--- config.mk ---
export PLATFORM = sky130hd
export DESIGN_NAME = pipeline_hazard_ctrl
export DESIGN_NICKNAME = d
export VERILOG_FILES = /design/src/rtl/pipeline_hazard_ctrl.sv
export SDC_FILE = /design/constraint.sdc
export NUM_CORES = 1
export LEC_CHECK = 0
export CAP_MARGIN = 15
export CELL_PAD_IN_SITES_DETAIL_PLACEMENT = 1
export CELL_PAD_IN_SITES_GLOBAL_PLACEMENT = 2
export CORE_UTILIZATION = 29
export CTS_CLUSTER_DIAMETER = 60
export DETAILED_ROUTE_END_ITERATION = 10
export PLACE_DENSITY_LB_ADDON = 0.1
export SKIP_CTS_REPAIR_TIMING = 1
export SYNTH_ARGS = -nofsm -noshare
export SYNTH_HDL_FRONTEND = slang
export SYNTH_SLANG_ARGS = --single-unit
--- constraint.sdc ---
create_clock -name clk -period 4.45 [get_ports clk]
set_clock_uncertainty 0.1 [all_clocks]
set_input_delay 0.6675 -clock clk [delete_from_list [all_inputs] [get_ports clk]]
set_output_delay 0.6675 -clock clk [all_outputs]
set_load 0.05 [all_outputs]
--- src/rtl/pipeline_hazard_ctrl.sv ---
// Pipeline stall/flush controller: combines memory-access freeze/conflict flags, load-use
// detection and branch redirects into PC and pipeline-register strobes, plus debug counters.
module pipeline_hazard_ctrl #(
    parameter int unsigned REG_W = 4,
    parameter int unsigned CNT_W = 16
) (
    input  logic             clk,
    input  logic             rst,
    input  logic             mem_conflict,
    input  logic             no_stop,
    input  logic             ex_mem_read,
    input  logic [REG_W-1:0] ex_rd,
    input  logic             id_rs_use,
    input  logic             id_rt_use,
    input  logic [REG_W-1:0] id_rs,
    input  logic [REG_W-1:0] id_rt,
    input  logic             branch_taken,
    input  logic [15:0]      branch_target,
    input  logic             cnt_clear,
    output logic             pc_en,
    output logic             if_id_en,
    output logic             id_ex_en,
    output logic             ex_mem_en,
    output logic             mem_wb_en,
    output logic             if_id_flush,
    output logic             id_ex_flush,
    output logic             pc_sel,
    output logic [15:0]      pc_target,
    output logic [CNT_W-1:0] freeze_cnt,
    output logic [CNT_W-1:0] bubble_cnt
);

    localparam logic [REG_W-1:0] REG_NONE = '1;
    localparam logic [CNT_W-1:0] CNT_MAX  = '1;

    typedef enum logic {RUN = 1'b0, FREEZE = 1'b1} state_t;

    state_t      state, state_nxt;
    logic        pend_v, pend_v_nxt;
    logic [15:0] pend_pc, pend_pc_nxt;
    logic        freeze_inc, bubble_inc;
    logic        load_use;

    assign load_use = ex_mem_read && (ex_rd != REG_NONE) &&
                      ((id_rs_use && (id_rs == ex_rd)) || (id_rt_use && (id_rt == ex_rd)));

    // Priority decode: freeze > redirect > load-use > fetch conflict > run.
    // A pending redirect only exists after a freeze, so it is qualified by FREEZE.
    always_comb begin
        pc_en       = 1'b1;
        if_id_en    = 1'b1;
        id_ex_en    = 1'b1;
        ex_mem_en   = 1'b1;
        mem_wb_en   = 1'b1;
        if_id_flush = 1'b0;
        id_ex_flush = 1'b0;
        pc_sel      = 1'b0;
        pc_target   = 16'h0000;
        state_nxt   = RUN;
        pend_v_nxt  = pend_v;
        pend_pc_nxt = pend_pc;
        freeze_inc  = 1'b0;
        bubble_inc  = 1'b0;

        if (!no_stop) begin
            pc_en      = 1'b0;
            if_id_en   = 1'b0;
            id_ex_en   = 1'b0;
            ex_mem_en  = 1'b0;
            mem_wb_en  = 1'b0;
            state_nxt  = FREEZE;
            freeze_inc = 1'b1;
            if (branch_taken) begin
                pend_v_nxt  = 1'b1;
                pend_pc_nxt = branch_target;
            end
        end else if (branch_taken || (pend_v && state == FREEZE)) begin
            pc_sel      = 1'b1;
            if_id_flush = 1'b1;
            pc_target   = branch_taken ? branch_target : pend_pc;
            pend_v_nxt  = 1'b0;
        end else if (load_use) begin
            pc_en       = 1'b0;
            if_id_en    = 1'b0;
            id_ex_flush = 1'b1;
            bubble_inc  = 1'b1;
        end else if (mem_conflict) begin
            pc_en       = 1'b0;
            if_id_flush = 1'b1;
            bubble_inc  = 1'b1;
        end

        if (!rst) begin
            pc_en       = 1'b0;
            if_id_en    = 1'b0;
            id_ex_en    = 1'b0;
            ex_mem_en   = 1'b0;
            mem_wb_en   = 1'b0;
            if_id_flush = 1'b1;
            id_ex_flush = 1'b1;
            pc_sel      = 1'b0;
            pc_target   = 16'h0000;
        end
    end

    // State, pending redirect and saturating counters.
    always_ff @(posedge clk or negedge rst) begin
        if (!rst) begin
            state      <= RUN;
            pend_v     <= 1'b0;
            pend_pc    <= 16'h0000;
            freeze_cnt <= '0;
            bubble_cnt <= '0;
        end else begin
            state   <= state_nxt;
            pend_v  <= pend_v_nxt;
            pend_pc <= pend_pc_nxt;

            if (cnt_clear)
                freeze_cnt <= '0;
            else if (freeze_inc && freeze_cnt != CNT_MAX)
                freeze_cnt <= freeze_cnt + CNT_W'(1);

            if (cnt_clear)
                bubble_cnt <= '0;
            else if (bubble_inc && bubble_cnt != CNT_MAX)
                bubble_cnt <= bubble_cnt + CNT_W'(1);
        end
    end

endmodule

==> results of run 1 <==
per-layer routing:
metal / share of wire, % / wire length (um) / vias to the layer above / track usage [%]
met1: 47 / 3480 / 1206 / 20.1
met4: 0.92 / 68 / 0 / 3.90
met2: 47 / 3500 / 64 / 26.7
li1: - / - / 1184 / -
met3: 5.1 / 379 / 6 / 3.13
met5: 0 / 0 / - / 0
power groups by stage:
stage / combinational, mW / sequential (mW) / clock [mW]
after detailed placement: 0.208 / 0.502 / 0
after global routing: 0.221 / 0.497 / 0.369
after floorplan: 0.114 / 0.507 / 0
final: 0.205 / 0.493 / 0.332
after global placement: 0.205 / 0.501 / 0
after CTS: 0.208 / 0.493 / 0.351
logic make-up after synthesis:
logic type	after synthesis	share of synthesized area, %
xor+xnor	22	6.90
flops	50	44.8
mux	37	14.2
buf+inv	18	2.82
fa+ha+maj	2	0.896
compound gates	36	8.20
simple gates	118	22.2
cell type report:
cell class | instances | area (um^2)
inverters | 4 | 15.0
flip-flops and latches | 50 | 1250
fillers | 1085 | 5370
multi-input cells | 215 | 1460
clock inverters | 3 | 43.8
clock buffers | 5 | 68.8
repair buffers | 98 | 913
well taps | 129 | 161
state kept, by name, indices dropped and copies added, names as in the netlist:
name and flops:
bubble_cnt 16, freeze_cnt 16, pend_pc 16, pend_v 1, state 1
layout by cell type, fill, tap and decap left out, types with 2 or more instances in the layout:
master | netlist | routed
inv_1 | 3 | 3
o31ai_1 | 2 | 2
clkdlybuf4s50_1 | 0 | 72
and4_1 | 4 | 4
nand2_1 | 11 | 11
xnor2_1 | 6 | 6
mux2_2 | 19 | 19
and3_1 | 4 | 4
dfrtp_1 | 50 | 50
or4_1 | 2 | 2
xor2_1 | 16 | 16
buf_4 | 2 | 25
o21ai_0 | 13 | 13
nand4_1 | 10 | 10
nand3_1 | 14 | 14
clkbuf_8 | 0 | 5
a21oi_1 | 13 | 13
or3_1 | 8 | 8
and2_1 | 2 | 2
ha_1 | 2 | 2
nor4_2 | 2 | 2
nor2_1 | 43 | 43
nor3_1 | 4 | 4
nor2b_1 | 7 | 7
mux2i_1 | 17 | 17
through the flow:
| step | std cells | worst slack (ps) | instance area, um^2 | util [%] |
|---|---|---|---|---|
| floorplan | 283 | 1260 | 2790 | - |
| global placement | 496 | 821 | 3800 | 41.0 |
| detailed placement | 496 | 767 | 3800 | 41.0 |
| CTS | 504 | 759 | 3920 | 42.2 |
| global route | 504 | 635 | 3920 | 42.2 |
| finish | 504 | 776 | 3920 | 42.2 |
final timing paths:
kind / end / slack [ps]
setup / recovery: if_id_flush / 780
hold / removal: pend_pc[15] / 260
setup reg to reg: bubble_cnt[4] / 2030
hold reg to reg: pend_v / 390
max in group asynchronous: bubble_cnt[15] / 3690
min in group clk: pend_v / 390
==> summary.md, run 1 <==
| Metric | Value |
|---|---|
| CP max-delay cell | `clkdlybuf4s50_1` |
| Switch Pwr | `about 300 uW` |
| Mean post-synth cell area | `approximately 9.9 um^2` |
| Critical Path Source | `ex_rd[1]` |
| CTS H-tree lvls | `2` |
| Data required, critical path | `between 3000 and 4000 ps` |
| Cell mode on critical path | `clkdlybuf4s50_1` |
| Status | `finished, final reports clean` |
| Post-synthesis net count | `about 320` |
| CTS tree | `built` |
| Critical Path End Type | `primary output` |
| Nets | `approximately 410` |
| Die Area | `10000 um^2` |
| Finish-stage setup viols | `0` |
| Switching share of total power | `28.4%` |
| Routed wire length per instance | `14.7 um` |
| # DRC | `0` |
| Worst r2r path cells | `6` |
| Slew margin rel. | `roughly half` |
| Final Max Tran Viols | `0` |
| Max-cap check violation count | `0` |
| Shortest period the worst path allows | `3670 ps` |
| Internal power | `between 700 and 800 uW` |
| Synth async-reset ratio | `100%` |
| Total wire length | `7430 um` |
| Top post-synthesis cells by count | `dfrtp_1, nor2_1, mux2_2, mux2i_1, xor2_1` |
| Main synth FF type | `dfrtp_1` |
| Post-synth EDFFs | `0` |
| Initial antenna violation count | `0` |
| Crit Reg-Reg Startpoint | `bubble_cnt[0]` |
| Hold WS | `263 ps` |
| Clock transition at path regs | `~100 ps` |
| First-iteration detailed-routing DRC count | `32` |
| Critical path type | `in2out` |
| Num Clock Sinks | `50` |
| Fmax | `between 0.2 and 0.3 GHz` |
| CORE AREA | `9280 um^2` |
| Leakage | `1.63 nW` |
| CTS max path bufs | `2` |
| RSZ-0062 raised after global routing | `false` |
| Number of global-route vias before repair | `2575` |
| Cell Chain, Critical Path | `clkdlybuf4s50_1 > xnor2_1 > nand4_1 > nor4_2 > nor2_1 > a21oi_1 > o21ai_0 > clkdlybuf4s50_1` |
| Final period util | `around 83%` |
| Hold Path Class | `in2async` |
| Worst Max-Slew Pin Slew | `between 700 and 800 ps` |
| Critical Path Start Type | `input pin` |
| Flops & latches, synth | `50` |
| Sequential cell area fraction in the yosys report | `about 45%` |
| Remaining antenna violation count | `0` |
| Clock root buffer | `clkbuf_8` |
| Antenna diode count | `0` |
| Final hold violations | `0` |
| Die H | `100 um` |
| Seq pwr share | `between 40% and 50%` |
| Die X | `around 100 um` |
| IO Count | `93` |
| Top delay family on crit path | `buffers and inverters` |
| VDD IR max | `0.103 mV` |
| Post-Syn Area | `between 2000 and 3000 um^2` |
| Total Power | `slightly above 1 mW` |
| Area Growth Syn to Fin | `40.2%` |
| PD cells | `roughly 260 nW/um^2` |
| TNS Setup | `0 ps` |
| Highest cell delay on the worst timing path | `between 700 and 800 ps` |
| Top cells by area, synth | `dfrtp_1, mux2_2, mux2i_1` |
| Largest net degree at the start of global routing | `29` |
| GPL Wtd Cong | `about 0.7` |
| YS warnings | `0` |
| Crit path DAT | `2910 ps` |
| FP Rows | `35` |
| CP max FO | `3` |
| Input/output buffers | `92` |
| DR pass1 iterations | `4` |
| Share of layout cells above drive strength 1 | `16.5%` |
| DR vias/cell | `roughly 4.9` |
| Count leader, synth | `dfrtp_1` |
| First-pass GRT wire length | `12500 um` |
| Syn Inst Count | `283` |
| Skew-Pair Late Insertion Delay | `just over 300 ps` |
| Combinational power share | `roughly 20%` |
| DR vias | `roughly 2500` |
| DP HPWL | `5480 um` |
| Worst Path Buf+Inv | `2` |
| Initial Utilization | `30.1%` |
| Total GRT Usage | `15.6%` |
| Clk pwr share | `about a third` |
| Distinct cells, synth | `43` |
| Total grt overflow | `0` |
| Crit. path cell count | `8` |
| TritonCTS Buffers | `5` |
| Share of the synthesized area in the top cell type | `between 40 and 50%` |
| Post-synth top area cell | `dfrtp_1` |
No activity file was read; power rests on OpenSTA's default activity.
==> run 2: changes to the inputs <==
--- a/config.mk
+++ b/config.mk
@@ -8,7 +8,7 @@
 export CAP_MARGIN = 15
 export CELL_PAD_IN_SITES_DETAIL_PLACEMENT = 1
 export CELL_PAD_IN_SITES_GLOBAL_PLACEMENT = 2
-export CORE_UTILIZATION = 29
+export CORE_UTILIZATION = 27
 export CTS_CLUSTER_DIAMETER = 60
 export DETAILED_ROUTE_END_ITERATION = 10
 export PLACE_DENSITY_LB_ADDON = 0.1
==> constraint.sdc (replaced) <==
create_clock -name clk -period 3.8 [get_ports clk]
set_clock_uncertainty 0.1 [all_clocks]
set_input_delay 0.57 -clock clk [delete_from_list [all_inputs] [get_ports clk]]
set_output_delay 0.57 -clock clk [all_outputs]
set_load 0.05 [all_outputs]
==> run 2 against run 1 <==
Clock-buffer cell count up 2; largest cell class unchanged; critical endpoint is now pc_target[12]; clock power down 1%; sequential power up 17%; critical path type unchanged.
==> summary.md, run 2 (synthesis gave the netlist of run 1 again) <==
| Metric | Value |
|---|---|
| Initial antenna violation count | `0` |
| Fmax | `0.325 GHz` |
| VDD IR max | `between 0.15 and 0.2 mV` |
| CP max FO | `17` |
| IO Count | `93` |
| Finish-stage setup viols | `0` |
| Clk pwr share | `between 20% and 30%` |
| Place WS | `about 660 ps` |
| CTS tree | `built` |
| TritonCTS Buffers | `5` |
| Commonest non-fill, non-tap cell in the layout | `clkdlybuf4s50_1` |
| Worst r2r path cells | `6` |
| Cell mode on critical path | `nand2_1` |
| Crit Reg-Reg Startpoint | `bubble_cnt[0]` |
| Data required, critical path | `3130 ps` |
| Input/output buffers | `92` |
| Number of global-route vias before repair | `about 2500` |
| Skew-Pair Late Insertion Delay | `around 310 ps` |
| DR vias | `~2400` |
| First-iteration detailed-routing DRC count | `51` |
| Final hold violations | `0` |
| Seq pwr share | `49.2%` |
| Final period util | `81.1%` |
| GPL Wtd Cong | `between 0.7 and 0.8` |
| FP Rows | `36` |
| Die X | `104 um` |
| Status | `finished, final reports clean` |
| RSZ-0062 raised after global routing | `false` |
| Worst reg2reg setup slack | `about 1400 ps` |
| DP HPWL | `5600 um` |
| CORE AREA | `9910 um^2` |
| Final Max Tran Viols | `0` |
| Largest net degree at the start of global routing | `53` |
| Antenna diode count | `0` |
| Crit path DAT | `around 2400 ps` |
| Largest registers | `bubble_cnt x16, freeze_cnt x16, pend_pc x16` |
| Die Area | `roughly 11000 um^2` |
| Clock transition at path regs | `~90 ps` |
| Worst Max-Slew Pin Slew | `696 ps` |
| Slew margin rel. | `between 50% and 60%` |
| Routed wire length per instance | `approximately 15 um` |
| CTS max path bufs | `2` |
| First-pass GRT wire length | `12900 um` |
| Highest cell delay on the worst timing path | `approximately 670 ps` |
| Critical Path Source | `no_stop` |
| Num Clock Sinks | `50` |
| Share of layout cells above drive strength 1 | `around 17%` |
| Total GRT Usage | `approximately 15%` |
| Worst Path Buf+Inv | `3` |
| Cell Chain, Critical Path | `clkdlybuf4s50_1 > nand2_1 > inv_1 > nand2_1 > nor2_1 > buf_12` |
| Die H | `around 100 um` |
| Top delay family on crit path | `buffers and inverters` |
| Clock root buffer | `clkbuf_8` |
| Nets | `just over 400` |
| # DRC | `0` |
| Final worst setup slack | `719 ps` |
| Max-cap check violation count | `0` |
| Commonest cells after routing, fill and taps aside | `clkdlybuf4s50_1, dfrtp_1, nor2_1` |
| Critical path type | `in2out` |
| PD cells | `284 nW/um^2` |
| Critical Path End Type | `primary output` |
| DR pass1 iterations | `4` |
| CTS H-tree lvls | `2` |
| Initial Utilization | `around 28%` |
| Critical Path Start Type | `input pin` |
| Total wire length | `a little under 8000 um` |
| TNS Setup | `0 ps` |
| Remaining antenna violation count | `0` |
| Total grt overflow | `0` |
| CP max-delay cell | `clkdlybuf4s50_1` |
| Area Growth Syn to Fin | `48.2%` |
| DR vias/cell | `~4.8` |
| Switching share of total power | `~29%` |
| Worst reg2reg path endpoint | `bubble_cnt[4]` |
| Switch Pwr | `between 300 and 400 uW` |
| Shortest period the worst path allows | `between 3000 and 4000 ps` |
| Leakage | `roughly 1.7 nW` |
| Hold Path Class | `in2async` |
| Internal power | `836 uW` |
| Combinational power share | `between 20% and 30%` |
-- run 2: worst max-delay path by stage --
stage                    endpoint  slack, ps  cells past startpoint
global route        pc_target[11]        560                      6
CTS                  pc_target[3]        650                      6
finish              pc_target[12]        720                      6
floorplan             id_ex_flush        810                      4
global placement      if_id_flush        750                      8
detailed placement   pc_target[3]        660                      6
-- run 2: area by class of cell --
type | instances | area [um^2]
repair buffers | 97 | 1150
flip-flops and latches | 50 | 1250
inverters | 4 | 15.0
clock buffers | 7 | 86.3
well taps | 133 | 166
fillers | 1108 | 5770
multi-input cells | 215 | 1460
clock inverters | 1 | 5.00
-- run 2: worst register-to-register path, stage by stage, from the launching register on --
cell	delay (ps)
dfrtp_1	450
ha_1	270
and3_1	280
a31oi_4	350
o311a_1	320
nor2b_1	180
mux2_2	340
-- run 2: power groups by stage --
| stage | logic, mW | registers, mW | clock network [mW] |
|---|---|---|---|
| after CTS | 0.274 | 0.577 | 0.341 |
| final | 0.268 | 0.577 | 0.328 |
| after floorplan | 0.133 | 0.594 | 0 |
| after global placement | 0.270 | 0.586 | 0 |
| after global routing | 0.288 | 0.581 | 0.361 |
| after detailed placement | 0.273 | 0.588 | 0 |
-- run 2: per-layer routing --
layer  vias up  share of wire [%]  GRT usage [%]
met2        66                 45           23.5
li1       1179                  -              -
met5         -                  0              0
met3        11                4.5           3.84
met1      1174                 49           19.7
met4         0                1.6           4.59
-- run 2: through the flow --
step	hold slack [ps]	util, %	instances	instance area (um^2)	total power [mW]
after floorplan	174	-	283	2790	0.727
after global placement	364	40.8	499	4050	0.857
after detailed placement	372	40.8	499	4050	0.861
after CTS	393	41.8	507	4140	1.19
after global routing	407	41.8	507	4140	1.23
final	347	41.8	507	4140	1.17
==> run 3: changes to the inputs <==
--- a/config.mk
+++ b/config.mk
@@ -8,7 +8,7 @@
 export CAP_MARGIN = 15
 export CELL_PAD_IN_SITES_DETAIL_PLACEMENT = 1
 export CELL_PAD_IN_SITES_GLOBAL_PLACEMENT = 2
-export CORE_UTILIZATION = 27
+export CORE_UTILIZATION = 25
 export CTS_CLUSTER_DIAMETER = 60
 export DETAILED_ROUTE_END_ITERATION = 10
 export PLACE_DENSITY_LB_ADDON = 0.1
==> constraint.sdc (replaced) <==
create_clock -name clk -period 2.77 [get_ports clk]
set_clock_uncertainty 0.1 [all_clocks]
set_input_delay 0.4155 -clock clk [delete_from_list [all_inputs] [get_ports clk]]
set_output_delay 0.4155 -clock clk [all_outputs]
set_load 0.05 [all_outputs]
==> run 3 against run 2 <==
First-iteration DRC count rose by 51%; wire length is 3.8% higher; power grew 38%; global-route usage fell by 0.18 points; largest power group unchanged; clock-buffer cell count fell by 1; sequential power up 37%; clock power is 32% higher; register-to-register slack worse by 830 ps.
==> summary.md, run 3 (synthesis gave the netlist of run 1 again) <==
| Metric | Value |
|---|---|
| Status | `finished, final reports clean` |
| # DRC | `0` |
| Slew margin rel. | `roughly 62%` |
| Initial antenna violation count | `0` |
| Nets | `420` |
| DP HPWL | `approximately 6000 um` |
| Worst Max-Slew Pin Slew | `564 ps` |
| Design area | `about 4300 um^2` |
| First-iteration detailed-routing DRC count | `77` |
| Worst Path Buf+Inv | `3` |
| VDD IR max | `0.175 mV` |
| Final hold violations | `0` |
| Crit path DAT | `approximately 2100 ps` |
| Number of global-route vias before repair | `2596` |
| Largest net degree at the start of global routing | `45` |
| Top delay family on crit path | `buffers and inverters` |
| Critical path type | `in2out` |
| Clock root buffer | `clkbuf_8` |
| Share of layout cells above drive strength 1 | `a little under a fifth` |
| Initial Utilization | `25.8%` |
| Fillers | `roughly 1200` |
| RSZ-0062 raised after global routing | `false` |
| Largest registers | `bubble_cnt x16, freeze_cnt x16, pend_pc x16` |
| TNS Setup | `0 ps` |
| Hold Path Class | `in2async` |
| Final period util | `94.6%` |
| Seq. cell area | `about 1300 um^2` |
| Die Area | `between 10000 and 15000 um^2` |
| CP max-delay cell | `clkdlybuf4s50_1` |
| CTS max path bufs | `2` |
| Critical Path Start Type | `input pin` |
| TritonCTS Buffers | `5` |
| Clock transition at path regs | `around 100 ps` |
| Area Growth Syn to Fin | `53.4%` |
| Remaining antenna violation count | `0` |
| Post-DP Area | `just over 4000 um^2` |
| Commonest cells after routing, fill and taps aside | `clkdlybuf4s50_1, dfrtp_1, nor2_1` |
| Die H | `between 100 and 150 um` |
| Shortest period the worst path allows | `about 2600 ps` |
| Fmax | `0.382 GHz` |
| CTS tree | `built` |
| PD cells | `roughly 380 nW/um^2` |
| Total wire length | `about 8000 um` |
| FP Rows | `38` |
| DR vias | `about 2500` |
| Cell Chain, Critical Path | `clkdlybuf4s50_1 > nand4_1 > nand4_1 > nor4_4 > buf_4 > nor3_4 > nor2_1 > nor2_1 > buf_12` |
| CORE AREA | `10800 um^2` |
| First-pass GRT wire length | `13300 um` |
| Leakage | `~1.8 nW` |
| GPL Wtd Cong | `roughly 0.67` |
| Highest cell delay on the worst timing path | `540 ps` |
| Total GRT Usage | `between 10% and 20%` |
| Input/output buffers | `approximately 90` |
| Antenna diode count | `0` |
| DR pass1 iterations | `4` |
| Routed wire length per instance | `around 15 um` |
| Total grt overflow | `0` |
| CP max FO | `3` |
| Max-cap check violation count | `0` |
| DR vias/cell | `4.74` |
| Total Power | `approximately 1.6 mW` |
| Critical Path End Type | `primary output` |
| Final Max Tran Viols | `0` |
| Multi-input gate area | `approximately 1500 um^2` |
| CTS H-tree lvls | `2` |
| Die X | `108 um` |
| Hold WS | `223 ps` |
| IO Count | `93` |
| Num Clock Sinks | `50` |
| Commonest non-fill, non-tap cell in the layout | `clkdlybuf4s50_1` |
| Data required, critical path | `2250 ps` |
| Skew-Pair Late Insertion Delay | `roughly 300 ps` |
| Finish-stage setup viols | `0` |
[run 3: final timing paths]
path,from,endpoint,slack (ps),cells after the start
setup / recovery,ex_rd[2],pc_en,150,9
hold / removal,rst,bubble_cnt[7],220,2
setup reg to reg,bubble_cnt[0],bubble_cnt[9],580,7
hold reg to reg,pend_v,pend_v,390,1
max in group asynchronous,rst,bubble_cnt[3],1730,2
min in group clk,pend_v,pend_v,390,1
[run 3: report_power, final]
group / switching [mW] / internal, mW / total (mW) / leakage [nW]
Clock: 0.254 / 0.179 / 0.433 / 0.0452
Sequential: 0.0219 / 0.770 / 0.791 / 0.657
Combinational: 0.202 / 0.190 / 0.393 / 1.05
[run 3: layer usage]
metal	global-route usage (%)	wire [um]	vias to the layer above	part of all wire [%]
li1	-	-	1195	-
met4	3.23	69	0	0.86
met5	0	0	-	0
met3	2.36	288	6	3.6
met1	19.2	3720	1223	46
met2	25.0	3960	50	49
[run 3: metrics by stage]
stage                     instances  setup slack [ps]  utilization [%]
after floorplan                 283              86.0                -
after global placement          512              84.9             38.3
after detailed placement        512              6.22             38.3
after CTS                       520              23.6             39.1
after global routing            522              38.4             39.5
final                           522               151             39.5
[run 3: final cells by class]
cell class	instances	area share, %
clock buffers	6	1.69
clock inverters	2	0.321
well taps	140	4.09
multi-input cells	215	34.7
flip-flops and latches	50	29.2
repair buffers	105	29.7
inverters	4	0.350
